<file path="config.mk">
export PLATFORM = sky130hd
export DESIGN_NAME = uart_prog_loader
export DESIGN_NICKNAME = d
export VERILOG_FILES = /design/src/rtl/uart_prog_loader.sv
export SDC_FILE = /design/constraint.sdc
export NUM_CORES = 1
export LEC_CHECK = 0
export CAP_MARGIN = 10
export CORE_ASPECT_RATIO = 1.25
export CORE_MARGIN = 4
export CORE_UTILIZATION = 63
export CTS_CLUSTER_SIZE = 12
export DETAILED_ROUTE_END_ITERATION = 12
export PLACE_DENSITY_LB_ADDON = 0.12
export SLEW_MARGIN = 20
export SYNTH_ARGS = -nofsm -noshare
export SYNTH_HDL_FRONTEND = slang
export SYNTH_SLANG_ARGS = --single-unit
</file>
<file path="constraint.sdc">
create_clock -name clk -period 6.3 [get_ports clk]
set_input_delay 0.63 -clock clk [delete_from_list [all_inputs] [get_ports clk]]
set_output_delay 0.63 -clock clk [all_outputs]
set_load 0.005 [all_outputs]
</file>
<file path="src/rtl/uart_prog_loader.sv">
// UART boot-loader front end: deframes host bytes into 32-bit ROM/RAM upload writes and answers ACK/NAK on tx.
// Latency: upg_wen_o rises 2 cycles after the stop-bit centre of a word's 4th byte; a response starts on tx within 2 cycles.
// Backpressure: none; the host paces the link, and a newer response overwrites a pending unsent one.
module uart_prog_loader #(
  parameter int CLK_FREQ     = 10000000,
  parameter int BAUD         = 115200,
  parameter int TIMEOUT_BITS = 2048
) (
  input  logic        clk,
  input  logic        rst,
  input  logic        rx,
  output logic        tx,
  output logic        upg_wen_o,
  output logic [14:0] upg_adr_o,
  output logic [31:0] upg_dat_o,
  output logic        upg_done_o
);
  localparam int CPB    = CLK_FREQ / BAUD;
  localparam int CW     = $clog2(CPB + 1);
  localparam int TO_CYC = TIMEOUT_BITS * CPB;
  localparam int TW     = $clog2(TO_CYC + 1);
  localparam logic [CW-1:0] CPB_M1  = CW'(CPB - 1);
  localparam logic [CW-1:0] HALF_M1 = CW'(CPB / 2 - 1);
  localparam logic [TW-1:0] TO_MAX  = TW'(TO_CYC);
  localparam logic [7:0]    ACK     = 8'h06;
  localparam logic [7:0]    NAK     = 8'h15;

  typedef enum logic [2:0] {IDLE, CNT_LO, CNT_HI, DATA, WRITE, DONE} state_t;

  state_t          state, state_nxt;
  logic            rx_s1, rx_s2;
  logic            rx_busy, rx_valid, frame_err;
  logic [3:0]      rx_bit;
  logic [CW-1:0]   rx_cnt;
  logic [7:0]      rx_sh;
  logic            resp_vld;
  logic [7:0]      resp_byte;
  logic            pend_vld;
  logic [7:0]      pend_byte;
  logic [9:0]      tx_sh;
  logic [3:0]      tx_bits;
  logic [CW-1:0]   tx_cnt;
  logic            target;
  logic [7:0]      cnt_lo;
  logic [14:0]     cnt_n;
  logic [13:0]     word_idx;
  logic [1:0]      byte_idx;
  logic [23:0]     word_sr;
  logic [TW-1:0]   to_cnt;
  logic [15:0]     n_rx;
  logic            seg_active, abort, last_word;

  assign n_rx       = {rx_sh, cnt_lo};
  assign seg_active = (state == CNT_LO) || (state == CNT_HI) || (state == DATA);
  assign abort      = seg_active && !rx_valid && (frame_err || (to_cnt == TO_MAX));
  assign last_word  = ({1'b0, word_idx} + 15'd1) == cnt_n;
  assign upg_done_o = (state == DONE);
  assign tx         = tx_sh[0];

  // Two-flop synchronizer for the asynchronous rx line
  always_ff @(posedge clk) begin
    if (rst) begin
      rx_s1 <= 1'b1;
      rx_s2 <= 1'b1;
    end else begin
      rx_s1 <= rx;
      rx_s2 <= rx_s1;
    end
  end

  // Receiver: confirm start at half a bit, then sample data and stop at bit centres
  always_ff @(posedge clk) begin
    if (rst) begin
      rx_busy   <= 1'b0;
      rx_bit    <= 4'd0;
      rx_cnt    <= '0;
      rx_sh     <= 8'd0;
      rx_valid  <= 1'b0;
      frame_err <= 1'b0;
    end else begin
      rx_valid  <= 1'b0;
      frame_err <= 1'b0;
      if (!rx_busy) begin
        if (!rx_s2) begin
          rx_busy <= 1'b1;
          rx_bit  <= 4'd0;
          rx_cnt  <= '0;
        end
      end else if (rx_bit == 4'd0) begin
        if (rx_cnt == HALF_M1) begin
          rx_cnt <= '0;
          if (rx_s2) rx_busy <= 1'b0;  // line back high: glitch, not a start bit
          else       rx_bit  <= 4'd1;
        end else begin
          rx_cnt <= rx_cnt + CW'(1);
        end
      end else if (rx_cnt == CPB_M1) begin
        rx_cnt <= '0;
        if (rx_bit == 4'd9) begin
          rx_busy   <= 1'b0;
          rx_valid  <= rx_s2;
          frame_err <= !rx_s2;
        end else begin
          rx_sh  <= {rx_s2, rx_sh[7:1]};
          rx_bit <= rx_bit + 4'd1;
        end
      end else begin
        rx_cnt <= rx_cnt + CW'(1);
      end
    end
  end

  // Loader state register
  always_ff @(posedge clk) begin
    if (rst) state <= IDLE;
    else     state <= state_nxt;
  end

  // Next state, write strobe and response requests
  always_comb begin
    state_nxt = state;
    resp_vld  = 1'b0;
    resp_byte = ACK;
    upg_wen_o = 1'b0;
    case (state)
      IDLE: if (rx_valid) begin
        if (rx_sh == 8'h01 || rx_sh == 8'h02) begin
          state_nxt = CNT_LO;
        end else if (rx_sh == 8'hFF) begin
          state_nxt = DONE;
          resp_vld  = 1'b1;
        end else begin
          resp_vld  = 1'b1;
          resp_byte = NAK;
        end
      end
      CNT_LO: if (rx_valid) state_nxt = CNT_HI;
      CNT_HI: if (rx_valid) begin
        if (n_rx == 16'd0) begin
          state_nxt = IDLE;
          resp_vld  = 1'b1;
        end else if (n_rx > 16'd16384) begin
          state_nxt = IDLE;
          resp_vld  = 1'b1;
          resp_byte = NAK;
        end else begin
          state_nxt = DATA;
        end
      end
      DATA: if (rx_valid && byte_idx == 2'd3) state_nxt = WRITE;
      WRITE: begin
        upg_wen_o = 1'b1;
        if (last_word) begin
          state_nxt = IDLE;
          resp_vld  = 1'b1;
        end else begin
          state_nxt = DATA;
        end
      end
      DONE: ;
      default: state_nxt = IDLE;
    endcase
    if (abort) begin
      state_nxt = IDLE;
      resp_vld  = 1'b1;
      resp_byte = NAK;
    end
  end

  // Segment datapath; address/data outputs load on entry to WRITE and hold until the next word
  always_ff @(posedge clk) begin
    if (rst) begin
      target    <= 1'b0;
      cnt_lo    <= 8'd0;
      cnt_n     <= 15'd0;
      word_idx  <= 14'd0;
      byte_idx  <= 2'd0;
      word_sr   <= 24'd0;
      upg_adr_o <= 15'd0;
      upg_dat_o <= 32'd0;
    end else begin
      case (state)
        IDLE:   if (rx_valid && (rx_sh == 8'h01 || rx_sh == 8'h02)) target <= rx_sh[1];
        CNT_LO: if (rx_valid) cnt_lo <= rx_sh;
        CNT_HI: if (rx_valid) begin
          cnt_n    <= n_rx[14:0];
          word_idx <= 14'd0;
          byte_idx <= 2'd0;
        end
        DATA: if (rx_valid) begin
          word_sr  <= {rx_sh, word_sr[23:8]};
          byte_idx <= byte_idx + 2'd1;
          if (byte_idx == 2'd3) begin
            upg_adr_o <= {target, word_idx};
            upg_dat_o <= {rx_sh, word_sr};
          end
        end
        WRITE:  word_idx <= word_idx + 14'd1;
        default: ;
      endcase
    end
  end

  // Inactivity timer, live only while a segment is open
  always_ff @(posedge clk) begin
    if (rst || !seg_active || rx_valid) to_cnt <= '0;
    else if (to_cnt != TO_MAX)          to_cnt <= to_cnt + TW'(1);
  end

  // Transmitter: one-deep pending byte feeding an 8N1 shifter that never truncates a frame
  always_ff @(posedge clk) begin
    if (rst) begin
      pend_vld  <= 1'b0;
      pend_byte <= 8'd0;
      tx_sh     <= '1;
      tx_bits   <= 4'd0;
      tx_cnt    <= '0;
    end else begin
      if (resp_vld) begin
        pend_vld  <= 1'b1;
        pend_byte <= resp_byte;
      end else if (tx_bits == 4'd0 && pend_vld) begin
        pend_vld <= 1'b0;
      end
      if (tx_bits == 4'd0) begin
        if (pend_vld) begin
          tx_sh   <= {1'b1, pend_byte, 1'b0};
          tx_bits <= 4'd10;
          tx_cnt  <= '0;
        end
      end else if (tx_cnt == CPB_M1) begin
        tx_cnt  <= '0;
        tx_sh   <= {1'b1, tx_sh[9:1]};
        tx_bits <= tx_bits - 4'd1;
      end else begin
        tx_cnt <= tx_cnt + CW'(1);
      end
    end
  end
endmodule

</file>
## Yosys cells after proc, flatten, opt, wreduce, memory -nomap -nowiden

Index checks and enable logic that the tools add are counted.

| cells by class | value |
|---|---|
| $add $sub $neg | 8 |
| order comparisons | 1 |
| equality and inequality tests | 28 |
| muxes and demuxes | 61 |
| bitwise operators | 5 |
| reduce and logical (&&, ||, !) cells | 35 |

Operators by type and width:

| operator | count |
|---|---|
| two-way mux 7 bit | 8 |
| two-way mux 4 bit | 10 |
| two-way mux 10 bit | 3 |
| two-way mux 5 bit | 6 |
| case mux 14 bit (2 select lines) | 1 |
| adder 18 x 1 -> 18 bit, second input constant | 1 |
| equality test 18 bit, second input constant | 1 |
| two-way mux 3 bit | 6 |
| != test 18 bit, second input constant | 1 |
| case mux 3 bit (6 select lines) | 1 |
| > comparator 16 x 15 -> 1 bit, second input constant | 1 |
| logical NOT 16 bit | 1 |
| two-way mux 1 bit | 16 |
| adder 14 x 1 -> 15 bit, second input constant | 1 |
| equality test 15 bit | 1 |
| adder 14 x 1 -> 14 bit, second input constant | 1 |
| adder 7 x 1 -> 7 bit, second input constant | 2 |
| equality test 7 bit, second input constant | 2 |
| two-way mux 14 bit | 1 |
| AND reduction 2 bit | 6 |
| two-way mux 2 bit | 5 |
| != test 2 bit, second input constant | 5 |
| case mux 5 bit (2 select lines) | 1 |
| != test 3 bit, second input constant | 3 |
| 31 further kinds | 54 |

| storage, ports and cells | value |
|---|---|
| register bits after elaboration | 186 |
| output and inout port bits | 50 |
| logic and storage cells | 161 |

## Logic depth before layout (Yosys ltp)

Gate-level depths: netlist (run 1).

| logic depth | value |
|---|---|
| depth in word-level cells | 7 |
| gate-level depth with buffers | 9 |

## Worst setup path before layout (run 1)

OpenSTA, ideal clock, no wires.

| timing | value |
|---|---|
| path type | flip-flop to flip-flop |
| start point | register rx_sh[2] |
| end point | register pend_byte[0] |
| arrival | 1.995 ns |
| slack | 4.185 ns |
| cell stages (with the launch flop) | 8 |
| path buffers | 1 |
| cells stage by stage | dfxtp_1 > buf_6 > or4_4 > and4b_1 > mux2i_1 > o2bb2ai_2 > o221a_1 > o31a_1 |

| on the way | value |
|---|---|
| word-level cells in the longest chain between the ends | 6 |

RTL lines:

| element | RTL line | source |
|---|---|---|
| start: declaration | 35 | `logic [7:0] rx_sh;` |
| start signal: assignment | 104 | `rx_sh <= {rx_s2, rx_sh[7:1]};` |
| > comparator 16 x 15 -> 1 bit (tied with other cells) | 142 | `end else if (n_rx > 16'd16384) begin` |
| two-way mux 1 bit (tied with other cells) | 142 |  |
| two-way mux 1 bit (tied with other cells) | 139 | `if (n_rx == 16'd0) begin` |
| two-way mux 1 bit (tied with other cells) | 138 | `CNT_HI: if (rx_valid) begin` |
| case mux 1 bit (3 select lines) / case mux 5 bit (2 select lines) (equally long branches) | 125 | `case (state)` |
| two-way mux 1 bit / two-way mux 8 bit (equally long branches) | 163 | `if (abort) begin` |
| end signal: assignment | 221 | `pend_byte <= resp_byte;` |
| end: declaration | 39 | `logic [7:0] pend_byte;` |

Parallel ways exist; a longest one is shown, timed or not.
A chain may end at the register's enable or synchronous reset.

## Final worst setup path (run 1)

| timing | value |
|---|---|
| start point | register state[0] |
| end point | output upg_wen_o |

| on the way | value |
|---|---|
| word-level cells in the longest chain between the ends | 2 |

RTL lines:

| element | RTL line | source |
|---|---|---|
| start: declaration | 30 | `state_t state, state_nxt;` |
| start signal: assignment | 116 | `else state <= state_nxt;` |
| equality test 3 bit | 125 |  |
| two-way mux 1 bit | 125 |  |
| end: declaration | 13 | `output logic upg_wen_o,` |

Every way passes these cells.

==> results of run 1 <==
synthesized netlist by cell type, drive strengths merged (2+ instances only):
| master | number | area share, % |
|---|---|---|
| nor2b | 7 | 0.55 |
| nand2 | 260 | 12 |
| nand4 | 12 | 0.95 |
| mux2i | 14 | 1.8 |
| nor3 | 16 | 1.0 |
| nor4 | 5 | 0.47 |
| and3 | 10 | 0.79 |
| o211ai | 2 | 0.19 |
| or2 | 3 | 0.24 |
| nor2 | 91 | 4.3 |
| xnor2 | 18 | 2.0 |
| clkbuf | 50 | 2.4 |
| nor4bb | 2 | 0.25 |
| dfxtp | 180 | 46 |
| ha | 13 | 2.1 |
| nand3b | 4 | 0.38 |
| and4 | 8 | 0.89 |
| nand4b | 3 | 0.33 |
| nand3 | 33 | 2.1 |
| a31oi | 7 | 0.55 |
| nand2b | 7 | 0.55 |
| inv | 15 | 0.71 |
| a311oi | 6 | 0.66 |
| o21ai | 24 | 1.5 |
| nor3b | 8 | 0.76 |
| and4b | 2 | 0.25 |
| and2 | 7 | 0.55 |
| buf | 17 | 1.2 |
| or3b | 3 | 0.33 |
| or3 | 6 | 0.47 |
| a21o | 2 | 0.19 |
| a21oi | 136 | 8.6 |
| xor2 | 15 | 1.7 |
| o31ai | 3 | 0.28 |
| nor4b | 5 | 0.55 |
| a211oi | 4 | 0.38 |
| or4 | 2 | 0.24 |
| o21a | 2 | 0.19 |
through the flow:
stage          hold slack [ps]  instance area (sq um)  total power [uW]  util, %  instances
2_1_floorplan              389                   7910              1190        -       1016
3_3_place_gp               427                   8380              1190     68.6       1169
3_5_place_dp               430                   8380              1190     68.6       1169
4_1_cts                    446                   9000              2290     73.7       1201
5_1_grt                    455                   9000              2340     73.7       1201
6_report                   437                   9000              2270     73.7       1201
final cells by class:
| cell class | count | area (sq um) |
|---|---|---|
| inverters | 15 | 56.3 |
| clock buffers | 18 | 429 |
| repair buffers | 56 | 548 |
| flip-flops and latches | 180 | 3600 |
| clock inverters | 14 | 188 |
| well taps | 164 | 205 |
| multi-input cells | 754 | 3970 |
| fillers | 972 | 3220 |
sequential cells by signal, indices dropped and copies added, names as in the netlist, 2 cells and up:
register	count
upg_dat_o	32
word_sr	24
to_cnt	18
cnt_n	15
upg_adr_o	15
word_idx	14
tx_sh	9
cnt_lo	8
rx_sh	8
rx_cnt	7
tx_cnt	7
rx_bit	4
tx_bits	4
pend_byte	3
state	3
byte_idx	2
logic make-up after synthesis:
logic type / Yosys count / synth area share (%)
fa+ha+maj: 13 / 2.06
xor+xnor: 33 / 3.65
flops: 180 / 45.5
mux: 14 / 1.77
buf+inv: 82 / 4.27
compound gates: 198 / 14.1
simple gates: 496 / 28.6
worst register-to-register path: stages (launching register included):
cell and delay, ps:
sky130_fd_sc_hd__dfxtp_1 330, sky130_fd_sc_hd__inv_1 60, sky130_fd_sc_hd__ha_1 190, sky130_fd_sc_hd__nor3b_1 850, sky130_fd_sc_hd__nor3_1 290, sky130_fd_sc_hd__a21oi_1 630
sky130_fd_sc_hd__mux2i_1 260, sky130_fd_sc_hd__nand2_1 60
where the power goes:
| group | switching, uW | internal [uW] |
|---|---|---|
| Clock | 467 | 637 |
| Sequential | 2.51 | 1140 |
| Combinational | 21.5 | 5.46 |
| Total | 491 | 1780 |
layer usage:
| metal | GRT usage, % | vias up |
|---|---|---|
| met4 | 11.0 | 0 |
| met2 | 38.9 | 159 |
| li1 | - | 3459 |
| met1 | 31.2 | 3119 |
| met5 | 0 | - |
| met3 | 5.48 | 45 |
how the worst min path moves through the flow:
stage | start | endpoint | depth (start not counted)
2_1_floorplan | rx_s1$_SDFF_PP1_ | rx_s2$_SDFF_PP1_ | 1
3_3_place_gp | rx_s1$_SDFF_PP1_ | rx_s2$_SDFF_PP1_ | 1
3_5_place_dp | rx_s1$_SDFF_PP1_ | rx_s2$_SDFF_PP1_ | 1
4_1_cts | rx_s1$_SDFF_PP1_ | rx_s2$_SDFF_PP1_ | 1
5_1_grt | rx_s1$_SDFF_PP1_ | rx_s2$_SDFF_PP1_ | 1
6_report | rx_s1$_SDFF_PP1_ | rx_s2$_SDFF_PP1_ | 1
layout by cell type (no fill, tap or decap), drive strengths merged, types with 3 or more instances in the layout:
master | synthesis | final
or2 | 3 | 3
and2 | 7 | 7
nand4b | 3 | 3
dfxtp | 180 | 180
and3 | 10 | 10
nand3b | 4 | 4
a21oi | 136 | 136
or3 | 6 | 6
or3b | 3 | 3
a31oi | 7 | 7
nand2b | 7 | 7
o31ai | 3 | 3
clkdlybuf4s50 | 0 | 51
mux2i | 14 | 14
nor3 | 16 | 16
inv | 15 | 23
nand4 | 12 | 12
o21ai | 24 | 24
nor4b | 5 | 5
xnor2 | 18 | 18
ha | 13 | 13
buf | 17 | 5
clkbuf | 50 | 18
bufinv | 0 | 3
nand2 | 260 | 260
a211oi | 4 | 4
xor2 | 15 | 15
a311oi | 6 | 6
and4 | 8 | 8
nor2b | 7 | 7
nand3 | 33 | 33
nor4 | 5 | 5
nor3b | 8 | 8
nor2 | 91 | 91
==> impl_metrics.prom, run 1 <==
# TYPE chip_impl_metric gauge
chip_impl_info{name="crit_slowest_cell",value="sky130_fd_sc_hd__clkdlybuf4s50_1"} 1
chip_impl_metric{name="antenna_violations_before_repair",unit=""} 0
chip_impl_metric{name="diodes",unit=""} 0
chip_impl_metric{name="placementRows",unit=""} 45
chip_impl_metric{name="ys_seq_elements",unit=""} 180
chip_impl_metric{name="core-area",unit="sq um"} 12200
chip_impl_metric{name="crit_required",unit="ps"} 5670
chip_impl_metric{name="cap_violations",unit=""} 0
chip_impl_metric{name="die-height",unit="um"} 133
chip_impl_metric{name="met3_length",unit="um"} 759
chip_impl_metric{name="yosys_warnings",unit=""} 0
chip_impl_info{name="hold_path.class",value="flop to flop"} 1
chip_impl_metric{name="drt_first_iter_violations",unit=""} 428
chip_impl_metric{name="p_leak",unit="uW"} 0.00309
chip_impl_metric{name="critical_path.max_stage_delay",unit="ps"} 580
chip_impl_metric{name="synthesis.nets",unit=""} 1032
chip_impl_info{name="synth_flop_cell",value="sky130_fd_sc_hd__dfxtp_1"} 1
chip_impl_metric{name="htree_num_levels",unit=""} 4
chip_impl_info{name="endpoint_type_of_the_worst_setup_path",value="primary output"} 1
chip_impl_info{name="worstReg2RegEnd",value="tx_sh[5]$_SDFFE_PP1P_"} 1
chip_impl_metric{name="global_route_wire_length_before_repair",unit="mm"} 28.7
chip_impl_metric{name="met2_wirelength",unit="mm"} 8.03
chip_impl_metric{name="finalMaxSlewViolations",unit=""} 0
chip_impl_metric{name="global_route.usage.total",unit="%"} 24.3
chip_impl_metric{name="die_area",unit="sq um"} 14400
chip_impl_metric{name="area_delta_synth_final",unit="%"} 13.8
chip_impl_metric{name="width_of_the_chip",unit="um"} 108
chip_impl_metric{name="synth_cells",unit=""} 1016
chip_impl_metric{name="drc",unit=""} 0
chip_impl_metric{name="placement.io_buffers",unit=""} 52
chip_impl_metric{name="ir_drop",unit="mV"} 0.215
chip_impl_metric{name="grt_max_degree",unit=""} 88
chip_impl_metric{name="critical_path_buf_inv_count",unit=""} 2
chip_impl_metric{name="synth.lib_cells_used.distinct",unit=""} 58
chip_impl_metric{name="final_critical_path_required_period",unit="ps"} 3210
chip_impl_metric{name="cp.depth",unit=""} 4
chip_impl_metric{name="clkLatencyLatePin",unit="ps"} 430
chip_impl_metric{name="skew",unit="ps"} 6.55
chip_impl_info{name="crit_family",value="buffers and inverters"} 1
chip_impl_metric{name="timing.reg2reg.worst_path_depth",unit=""} 7
chip_impl_info{name="run_status",value="complete, no violations"} 1
chip_impl_metric{name="place.gp.congestion",unit=""} 0.852
chip_impl_metric{name="grt_overflow",unit=""} 0
chip_impl_metric{name="post_drt_via_cell_ratio",unit=""} 5.65
chip_impl_metric{name="m1WireLength",unit="mm"} 7.63
chip_impl_metric{name="final-hold-violation-count",unit=""} 0
chip_impl_metric{name="clk_transition_reported_paths",unit="ps"} 70
chip_impl_metric{name="via_count_of_the_first_global_routing_pass",unit=""} 6246
chip_impl_info{name="tritoncts",value="yes"} 1
chip_impl_metric{name="power_per_cell_area",unit="nW/um^2"} 253
chip_impl_metric{name="preCtsSetupSlack",unit="ps"} 3520
chip_impl_metric{name="routed_wirelength",unit="mm"} 16.9
chip_impl_metric{name="crit_fanout",unit=""} 20
chip_impl_metric{name="cts_sinks",unit=""} 180
chip_impl_metric{name="post_cts_resized",unit=""} 0
chip_impl_metric{name="route.vias.total",unit=""} 6782
chip_impl_info{name="crit_end",value="upg_wen_o"} 1
chip_impl_metric{name="post_cts_hold_buffer_count",unit=""} 0
chip_impl_metric{name="number_of_flops_mapped_to_enable_cells_by_yosys",unit=""} 0
chip_impl_metric{name="async_set_or_reset_flop_fraction_in_the_synthesized_netlist",unit="%"} 0
chip_impl_metric{name="slew-limit-headroom",unit="%"} 31.4
chip_impl_metric{name="final_antenna_net_count",unit=""} 0
chip_impl_info{name="crit_path_start",value="state[0]$_SDFFE_PP0P_"} 1
chip_impl_metric{name="finish.net_count",unit=""} 1040
chip_impl_metric{name="rrSetupSlack",unit="ps"} 3500
chip_impl_metric{name="postSynthAreaPerCell",unit="sq um"} 7.79
chip_impl_metric{name="final_number_of_setup_violating_endpoints",unit=""} 0
chip_impl_metric{name="routed_wire_length_per_instance",unit="um"} 14.1
chip_impl_metric{name="ctsLongestPathBuffers",unit=""} 2
chip_impl_info{name="critical_path.startpoint_type",value="flop"} 1
chip_impl_metric{name="syn_area",unit="sq um"} 7910
chip_impl_metric{name="worstMarginPinSlew",unit="ps"} 1030
chip_impl_metric{name="final_critical_path_setup_slack",unit="ps"} 3090
chip_impl_metric{name="top_level_pins",unit=""} 53
chip_impl_info{name="crit_chain",value="nor2_1, nand2_1, inv_1, clkdlybuf4s50_1"} 1
chip_impl_metric{name="post_route_cells_drive_above_1_share",unit="%"} 4.24
chip_impl_metric{name="layout_worst_path_cycle_share",unit="%"} 51.0
chip_impl_metric{name="max_clock_freq",unit="MHz"} 311
chip_impl_info{name="rr_startpoint",value="tx_bits[0]$_SDFFE_PP0P_"} 1
chip_impl_info{name="worstSetupPathType",value="flop to primary output"} 1
chip_impl_metric{name="final.setup.tns",unit="ps"} 0
chip_impl_metric{name="timing.critical_path.arrival",unit="ps"} 2580
chip_impl_metric{name="yosysSeqAreaShare",unit="%"} 45.5
chip_impl_info{name="cts_root_cell",value="sky130_fd_sc_hd__clkbuf_16"} 1
chip_impl_info{name="highest-signal-layer",value="met4"} 1
chip_impl_metric{name="post-dp-hpwl",unit="mm"} 11.0
chip_impl_metric{name="firstDrtPassIters",unit=""} 5
chip_impl_metric{name="cts-buffers-inserted",unit=""} 17
chip_impl_info{name="rsz_0062_raised_after_global_routing",value="no"} 1
chip_impl_metric{name="initial_core_util",unit="%"} 64.8
chip_impl_metric{name="post-cts-setup-buffers",unit=""} 0
Power figures use the tool's default switching activity.
==> run 2: changes to the inputs <==
--- a/config.mk
+++ b/config.mk
@@ -8,7 +8,7 @@
 export CAP_MARGIN = 10
 export CORE_ASPECT_RATIO = 1.25
 export CORE_MARGIN = 4
-export CORE_UTILIZATION = 63
+export CORE_UTILIZATION = 53
 export CTS_CLUSTER_SIZE = 12
 export DETAILED_ROUTE_END_ITERATION = 12
 export PLACE_DENSITY_LB_ADDON = 0.12
==> constraint.sdc (replaced) <==
create_clock -name clk -period 2.6 [get_ports clk]
set_input_delay 0.26 -clock clk [delete_from_list [all_inputs] [get_ports clk]]
set_output_delay 0.26 -clock clk [all_outputs]
set_load 0.005 [all_outputs]
==> run 2 against run 1 <==
Net effect: non-clock buffer count rose by 18; critical path depth is 3 higher; clock power grew 140%; power is 140% higher; sequential cell count unchanged; largest power group unchanged; critical endpoint is now state[0]$_SDFFE_PP0P_; design area rose by 1.6%; core utilization shrank 11 points; highest routed layer unchanged; via count rose by 0.47%.
==> impl_metrics.prom, run 2 (synthesis results as in run 1) <==
# TYPE chip_impl_metric gauge
chip_impl_metric{name="crit_required",unit="ps"} 2910
chip_impl_metric{name="clk_transition_reported_paths",unit="ps"} 70
chip_impl_metric{name="power_per_cell_area",unit="nW/um^2"} 595
chip_impl_metric{name="width_of_the_chip",unit="um"} 117
chip_impl_metric{name="post_drt_via_cell_ratio",unit=""} 5.53
chip_impl_metric{name="routed_wire_length_per_instance",unit="um"} 14.2
chip_impl_metric{name="cts-buffers-inserted",unit=""} 17
chip_impl_info{name="largest_registers",value="upg_dat_o x32, word_sr x24, to_cnt x18"} 1
chip_impl_metric{name="layout_worst_path_cycle_share",unit="%"} 89.2
chip_impl_metric{name="firstDrtPassIters",unit=""} 5
chip_impl_metric{name="area_delta_synth_final",unit="%"} 15.6
chip_impl_metric{name="htree_num_levels",unit=""} 4
chip_impl_info{name="worstSetupPathType",value="flop to flop"} 1
chip_impl_metric{name="crit_fanout",unit=""} 7
chip_impl_info{name="rsz_0062_raised_after_global_routing",value="no"} 1
chip_impl_metric{name="max_clock_freq",unit="MHz"} 431
chip_impl_metric{name="final_number_of_setup_violating_endpoints",unit=""} 0
chip_impl_info{name="crit_chain",value="ha_1, and4_1, nand2_1, nor4_1, o311a_1, nand2_1, o41a_1"} 1
chip_impl_info{name="endpoint_type_of_the_worst_setup_path",value="flop"} 1
chip_impl_metric{name="final_antenna_net_count",unit=""} 0
chip_impl_metric{name="die_area",unit="sq um"} 17000
chip_impl_info{name="max_flop_register",value="upg_dat_o"} 1
chip_impl_metric{name="grt_max_degree",unit=""} 77
chip_impl_metric{name="post_cts_resized",unit=""} 0
chip_impl_metric{name="routed_wirelength",unit="mm"} 17.5
chip_impl_metric{name="final-hold-violation-count",unit=""} 0
chip_impl_metric{name="final_critical_path_setup_slack",unit="ps"} 280
chip_impl_metric{name="final.setup.tns",unit="ps"} 0
chip_impl_info{name="run_status",value="complete, no violations"} 1
chip_impl_metric{name="critical_path.max_stage_delay",unit="ps"} 450
chip_impl_metric{name="die-height",unit="um"} 145
chip_impl_metric{name="cts_sinks",unit=""} 180
chip_impl_metric{name="fillers",unit=""} 1350
chip_impl_metric{name="top_level_pins",unit=""} 53
chip_impl_metric{name="post-dp-hpwl",unit="mm"} 11.5
chip_impl_metric{name="grt_overflow",unit=""} 0
chip_impl_metric{name="final_critical_path_required_period",unit="ps"} 2320
chip_impl_metric{name="placement.io_buffers",unit=""} 52
chip_impl_info{name="worst_path_most_repeated_cell",value="sky130_fd_sc_hd__nand2_1"} 1
chip_impl_metric{name="p_leak",unit="uW"} 0.00317
chip_impl_metric{name="worstMarginPinSlew",unit="ps"} 753
chip_impl_metric{name="via_count_of_the_first_global_routing_pass",unit=""} 6472
chip_impl_metric{name="clkLatencyLatePin",unit="ps"} 430
chip_impl_info{name="crit_slowest_cell",value="sky130_fd_sc_hd__dfxtp_1"} 1
chip_impl_metric{name="initial_core_util",unit="%"} 54.5
chip_impl_metric{name="finalMaxSlewViolations",unit=""} 0
chip_impl_metric{name="post_cts_hold_buffer_count",unit=""} 0
chip_impl_info{name="critical_path.startpoint_type",value="flop"} 1
chip_impl_metric{name="preCtsSetupSlack",unit="ps"} 329
chip_impl_info{name="hold_path.class",value="primary input to flop"} 1
chip_impl_info{name="most-common-layout-cells",value="260 x sky130_fd_sc_hd__nand2_1, 180 x sky130_fd_sc_hd__dfxtp_1, 136 x sky130_fd_sc_hd__a21oi_1, 91 x sky130_fd_sc_hd__nor2_1, 51 x sky130_fd_sc_hd__clkdlybuf4s50_1"} 1
chip_impl_metric{name="skew",unit="ps"} 9.65
chip_impl_metric{name="largest_register_ff_count",unit=""} 32
chip_impl_metric{name="drt_first_iter_violations",unit=""} 464
chip_impl_metric{name="placementRows",unit=""} 49
chip_impl_metric{name="global_route.usage.total",unit="%"} 21.8
chip_impl_metric{name="global_route_wire_length_before_repair",unit="mm"} 30.2
chip_impl_metric{name="post-cts-setup-buffers",unit=""} 0
chip_impl_metric{name="drc",unit=""} 0
chip_impl_info{name="final_common_cell",value="sky130_fd_sc_hd__nand2_1"} 1
chip_impl_metric{name="antenna_violations_before_repair",unit=""} 0
chip_impl_metric{name="timing.critical_path.arrival",unit="ps"} 2630
chip_impl_metric{name="slew-limit-headroom",unit="%"} 49.8
chip_impl_metric{name="cap_violations",unit=""} 0
chip_impl_info{name="tritoncts",value="yes"} 1
chip_impl_metric{name="route.vias.total",unit=""} 6814
chip_impl_metric{name="ctsLongestPathBuffers",unit=""} 2
chip_impl_metric{name="core-area",unit="sq um"} 14500
chip_impl_metric{name="ir_drop",unit="mV"} 0.412
chip_impl_metric{name="diodes",unit=""} 0
chip_impl_info{name="cts_root_cell",value="sky130_fd_sc_hd__clkbuf_16"} 1
chip_impl_metric{name="finish.net_count",unit=""} 1058
chip_impl_metric{name="post_route_cells_drive_above_1_share",unit="%"} 5.97
chip_impl_metric{name="place.gp.congestion",unit=""} 0.904
-- run 2: cell count changes in the layout (fill, tap and decap cells not counted), sizes merged --
cell / before / now
buf: 5 / 23
bufinv: 3 / 1
inv: 23 / 24
clkinv: 2 / 3
clkinvlp: 1 / 2
clkbuf: 18 / 17
-- run 2: final timing paths --
check | start | depth (start not counted) | end | slack [ps]
hold / removal | rst | 2 | word_idx[0]$_SDFFE_PP0P_ | 260
hold reg to reg | rx_s1$_SDFF_PP1_ | 1 | rx_s2$_SDFF_PP1_ | 410
setup / recovery | word_idx[0]$_SDFFE_PP0P_ | 7 | state[0]$_SDFFE_PP0P_ | 280
setup reg to reg | word_idx[0]$_SDFFE_PP0P_ | 7 | state[0]$_SDFFE_PP0P_ | 280
-- run 2: routing by layer --
metal  part of all wire (%)  GRT usage [%]  vias up
met5                      0              0        -
met4                    1.7           6.94        0
met3                    3.1           4.44       26
met2                     48           35.9      107
met1                     47           28.5     3182
li1                       -              -     3499
-- run 2: worst max-delay path, delay by kind of cell (launching register included) --
kind	cells	cell delay, ps
AO/OA/AOI/OAI	2	570
adder cells (fa/ha/maj)	1	310
flip-flops	1	450
AND/OR/NAND/NOR	4	880
-- run 2: where the power goes --
part / internal (uW) / total [uW] / switching, uW
Clock: 1390 / 2610 / 1220
Combinational: 16.2 / 69.2 / 53.0
Sequential: 2760 / 2770 / 5.75
-- run 2: through the flow --
stage               cells  util [%]  total power, uW  instance area [sq um]  hold WS [ps]
floorplan            1016         -             2880                   7910           364
global placement     1201      58.8             2900                   8540           402
detailed placement   1201      58.8             2900                   8540           401
CTS                  1233      63.0             5500                   9150           262
global route         1233      63.0             5630                   9150           300
finish               1233      63.0             5440                   9150           263
-- run 2: layout make-up --
type | count | area (sq um) | area share [%]
clock buffers | 17 | 425 | 4.65
clock inverters | 15 | 185 | 2.02
inverters | 15 | 56.3 | 0.616
multi-input cells | 754 | 3970 | 43.4
flip-flops and latches | 180 | 3600 | 39.4
well taps | 178 | 223 | 2.43
repair buffers | 74 | 683 | 7.47
==> run 3: changes to the inputs <==
--- a/config.mk
+++ b/config.mk
@@ -8,7 +8,7 @@
 export CAP_MARGIN = 10
 export CORE_ASPECT_RATIO = 1.25
 export CORE_MARGIN = 4
-export CORE_UTILIZATION = 53
+export CORE_UTILIZATION = 45
 export CTS_CLUSTER_SIZE = 12
 export DETAILED_ROUTE_END_ITERATION = 12
 export PLACE_DENSITY_LB_ADDON = 0.12
==> run 3 against run 2 <==
Net effect: via count fell by 0.53%; design area up 0.67%; maximum frequency is 2.3% lower; clock power hardly changed; largest cell class unchanged; count of clock-buffer cells in the layout rose by 1; die area rose by 17%; clock skew rose by 3.4 ps; worst hold slack worse by 21 ps; core utilization fell by 8.9 points.
==> impl_metrics.prom, run 3 (synthesis results as in run 1) <==
# TYPE chip_impl_metric gauge
chip_impl_info{name="largest_registers",value="upg_dat_o x32, word_sr x24, to_cnt x18"} 1
chip_impl_info{name="endpoint_type_of_the_worst_setup_path",value="primary output"} 1
chip_impl_info{name="run_status",value="complete, no violations"} 1
chip_impl_metric{name="htree_num_levels",unit=""} 4
chip_impl_metric{name="clkLatencyLatePin",unit="ps"} 430
chip_impl_metric{name="preCtsSetupSlack",unit="ps"} 371
chip_impl_metric{name="final_number_of_setup_violating_endpoints",unit=""} 0
chip_impl_metric{name="top_level_pins",unit=""} 53
chip_impl_metric{name="diodes",unit=""} 0
chip_impl_metric{name="skew",unit="ps"} 13.0
chip_impl_metric{name="routed_wirelength",unit="mm"} 18.1
chip_impl_metric{name="power_per_cell_area",unit="nW/um^2"} 593
chip_impl_info{name="critical_path.startpoint_type",value="flop"} 1
chip_impl_metric{name="firstDrtPassIters",unit=""} 5
chip_impl_metric{name="layout_worst_path_cycle_share",unit="%"} 91.4
chip_impl_metric{name="max_clock_freq",unit="MHz"} 421
chip_impl_metric{name="via_count_of_the_first_global_routing_pass",unit=""} 6192
chip_impl_metric{name="grt_max_degree",unit=""} 85
chip_impl_info{name="final_common_cell",value="sky130_fd_sc_hd__nand2_1"} 1
chip_impl_metric{name="ir_drop",unit="mV"} 0.434
chip_impl_metric{name="drt_first_iter_violations",unit=""} 492
chip_impl_metric{name="post_drt_via_cell_ratio",unit=""} 5.32
chip_impl_metric{name="initial_core_util",unit="%"} 46.4
chip_impl_info{name="hold_path.class",value="primary input to flop"} 1
chip_impl_metric{name="drc",unit=""} 0
chip_impl_metric{name="global_route_wire_length_before_repair",unit="mm"} 30.8
chip_impl_metric{name="worstMarginPinSlew",unit="ps"} 857
chip_impl_metric{name="cts-buffers-inserted",unit=""} 17
chip_impl_metric{name="cts_sinks",unit=""} 180
chip_impl_metric{name="p_leak",unit="uW"} 0.00317
chip_impl_metric{name="area_delta_synth_final",unit="%"} 16.4
chip_impl_info{name="cts_root_cell",value="sky130_fd_sc_hd__clkbuf_16"} 1
chip_impl_metric{name="route.vias.total",unit=""} 6778
chip_impl_metric{name="place.gp.congestion",unit=""} 0.834
chip_impl_metric{name="crit_required",unit="ps"} 2340
chip_impl_metric{name="width_of_the_chip",unit="um"} 127
chip_impl_metric{name="cap_violations",unit=""} 0
chip_impl_info{name="worstSetupPathType",value="flop to primary output"} 1
chip_impl_info{name="rsz_0062_raised_after_global_routing",value="no"} 1
chip_impl_metric{name="clk_transition_reported_paths",unit="ps"} 70
chip_impl_metric{name="post-dp-hpwl",unit="mm"} 12.0
chip_impl_metric{name="placement.io_buffers",unit=""} 52
chip_impl_metric{name="ctsLongestPathBuffers",unit=""} 2
chip_impl_metric{name="antenna_violations_before_repair",unit=""} 0
chip_impl_metric{name="post_cts_hold_buffer_count",unit=""} 0
chip_impl_metric{name="core-area",unit="sq um"} 17000
chip_impl_info{name="most-common-layout-cells",value="260 x sky130_fd_sc_hd__nand2_1, 180 x sky130_fd_sc_hd__dfxtp_1, 136 x sky130_fd_sc_hd__a21oi_1, 91 x sky130_fd_sc_hd__nor2_1, 51 x sky130_fd_sc_hd__clkdlybuf4s50_1"} 1
chip_impl_metric{name="final_critical_path_required_period",unit="ps"} 2380
chip_impl_metric{name="die_area",unit="sq um"} 19800
chip_impl_metric{name="placementRows",unit=""} 53
chip_impl_metric{name="crit_fanout",unit=""} 12
chip_impl_metric{name="final.setup.tns",unit="ps"} 0
chip_impl_metric{name="post_route_cells_drive_above_1_share",unit="%"} 5.88
chip_impl_metric{name="final_antenna_net_count",unit=""} 0
chip_impl_metric{name="grt_overflow",unit=""} 0
chip_impl_metric{name="die-height",unit="um"} 156
chip_impl_metric{name="routed_wire_length_per_instance",unit="um"} 14.2
chip_impl_metric{name="timing.critical_path.arrival",unit="ps"} 2120
chip_impl_metric{name="final_critical_path_setup_slack",unit="ps"} 224
chip_impl_metric{name="largest_register_ff_count",unit=""} 32
chip_impl_metric{name="finalMaxSlewViolations",unit=""} 0
chip_impl_metric{name="final-hold-violation-count",unit=""} 0
chip_impl_metric{name="slew-limit-headroom",unit="%"} 42.9
chip_impl_info{name="tritoncts",value="yes"} 1
chip_impl_metric{name="global_route.usage.total",unit="%"} 18.6
chip_impl_metric{name="finish.net_count",unit=""} 1057
chip_impl_info{name="max_flop_register",value="upg_dat_o"} 1
run 3: layer usage:
| metal | vias up | part of all wire [%] | GRT usage, % |
|---|---|---|---|
| li1 | 3506 | - | - |
| met1 | 3159 | 48 | 25.3 |
| met2 | 95 | 47 | 30.4 |
| met3 | 18 | 3.4 | 3.21 |
| met4 | 0 | 1.4 | 5.83 |
| met5 | - | 0 | 0 |
run 3: through the flow:
stage	util, %	hold WS [ps]	instance area (sq um)	power [uW]	cells
after floorplan	-	364	7910	2880	1016
after global placement	50.4	438	8590	2900	1242
after detailed placement	50.4	445	8590	2900	1242
after CTS	54.0	226	9210	5530	1274
after global routing	54.0	247	9210	5670	1274
final	54.0	243	9210	5460	1274
run 3: layout make-up:
type | count | area, sq um
Multi-Input combinational cell | 754 | 3970
Sequential cell | 180 | 3600
Clock buffer | 18 | 429
Fill cell | 1639 | 7830
Clock inverter | 14 | 181
Tap cell | 220 | 275
Timing Repair Buffer | 73 | 688
Inverter | 15 | 60.1
run 3: worst max-delay path, stage by stage, from the launching register on:
cell and delay (ps):
sky130_fd_sc_hd__dfxtp_1 560, sky130_fd_sc_hd__nor2_1 170, sky130_fd_sc_hd__nand2_1 170, sky130_fd_sc_hd__clkinvlp_4 270, sky130_fd_sc_hd__clkdlybuf4s50_1 520
run 3: report_power, final:
group          switching (uW)  internal [uW]  leakage, uW
combinational            54.4           15.2      0.00142
sequential               6.64           2760      0.00145
clock                    1230           1400     0.000299
total                    1290           4170      0.00317
run 3: timing repair:
item	CTS	global route
endpoints found under the setup margin	0	1
resized for setup	0	1
setup buffers	0	0
run 3: final timing paths:
kind,start,to,slack [ps],depth (start not counted)
setup / recovery,state[0]$_SDFFE_PP0P_,upg_wen_o,220,4
hold / removal,rst,word_idx[4]$_SDFFE_PP0P_,240,2
setup reg to reg,rx_sh[2]$_SDFFE_PP0P_,state[0]$_SDFFE_PP0P_,310,6
hold reg to reg,upg_adr_o[2]$_SDFFE_PP0P_,upg_adr_o[2]$_SDFFE_PP0P_,450,2
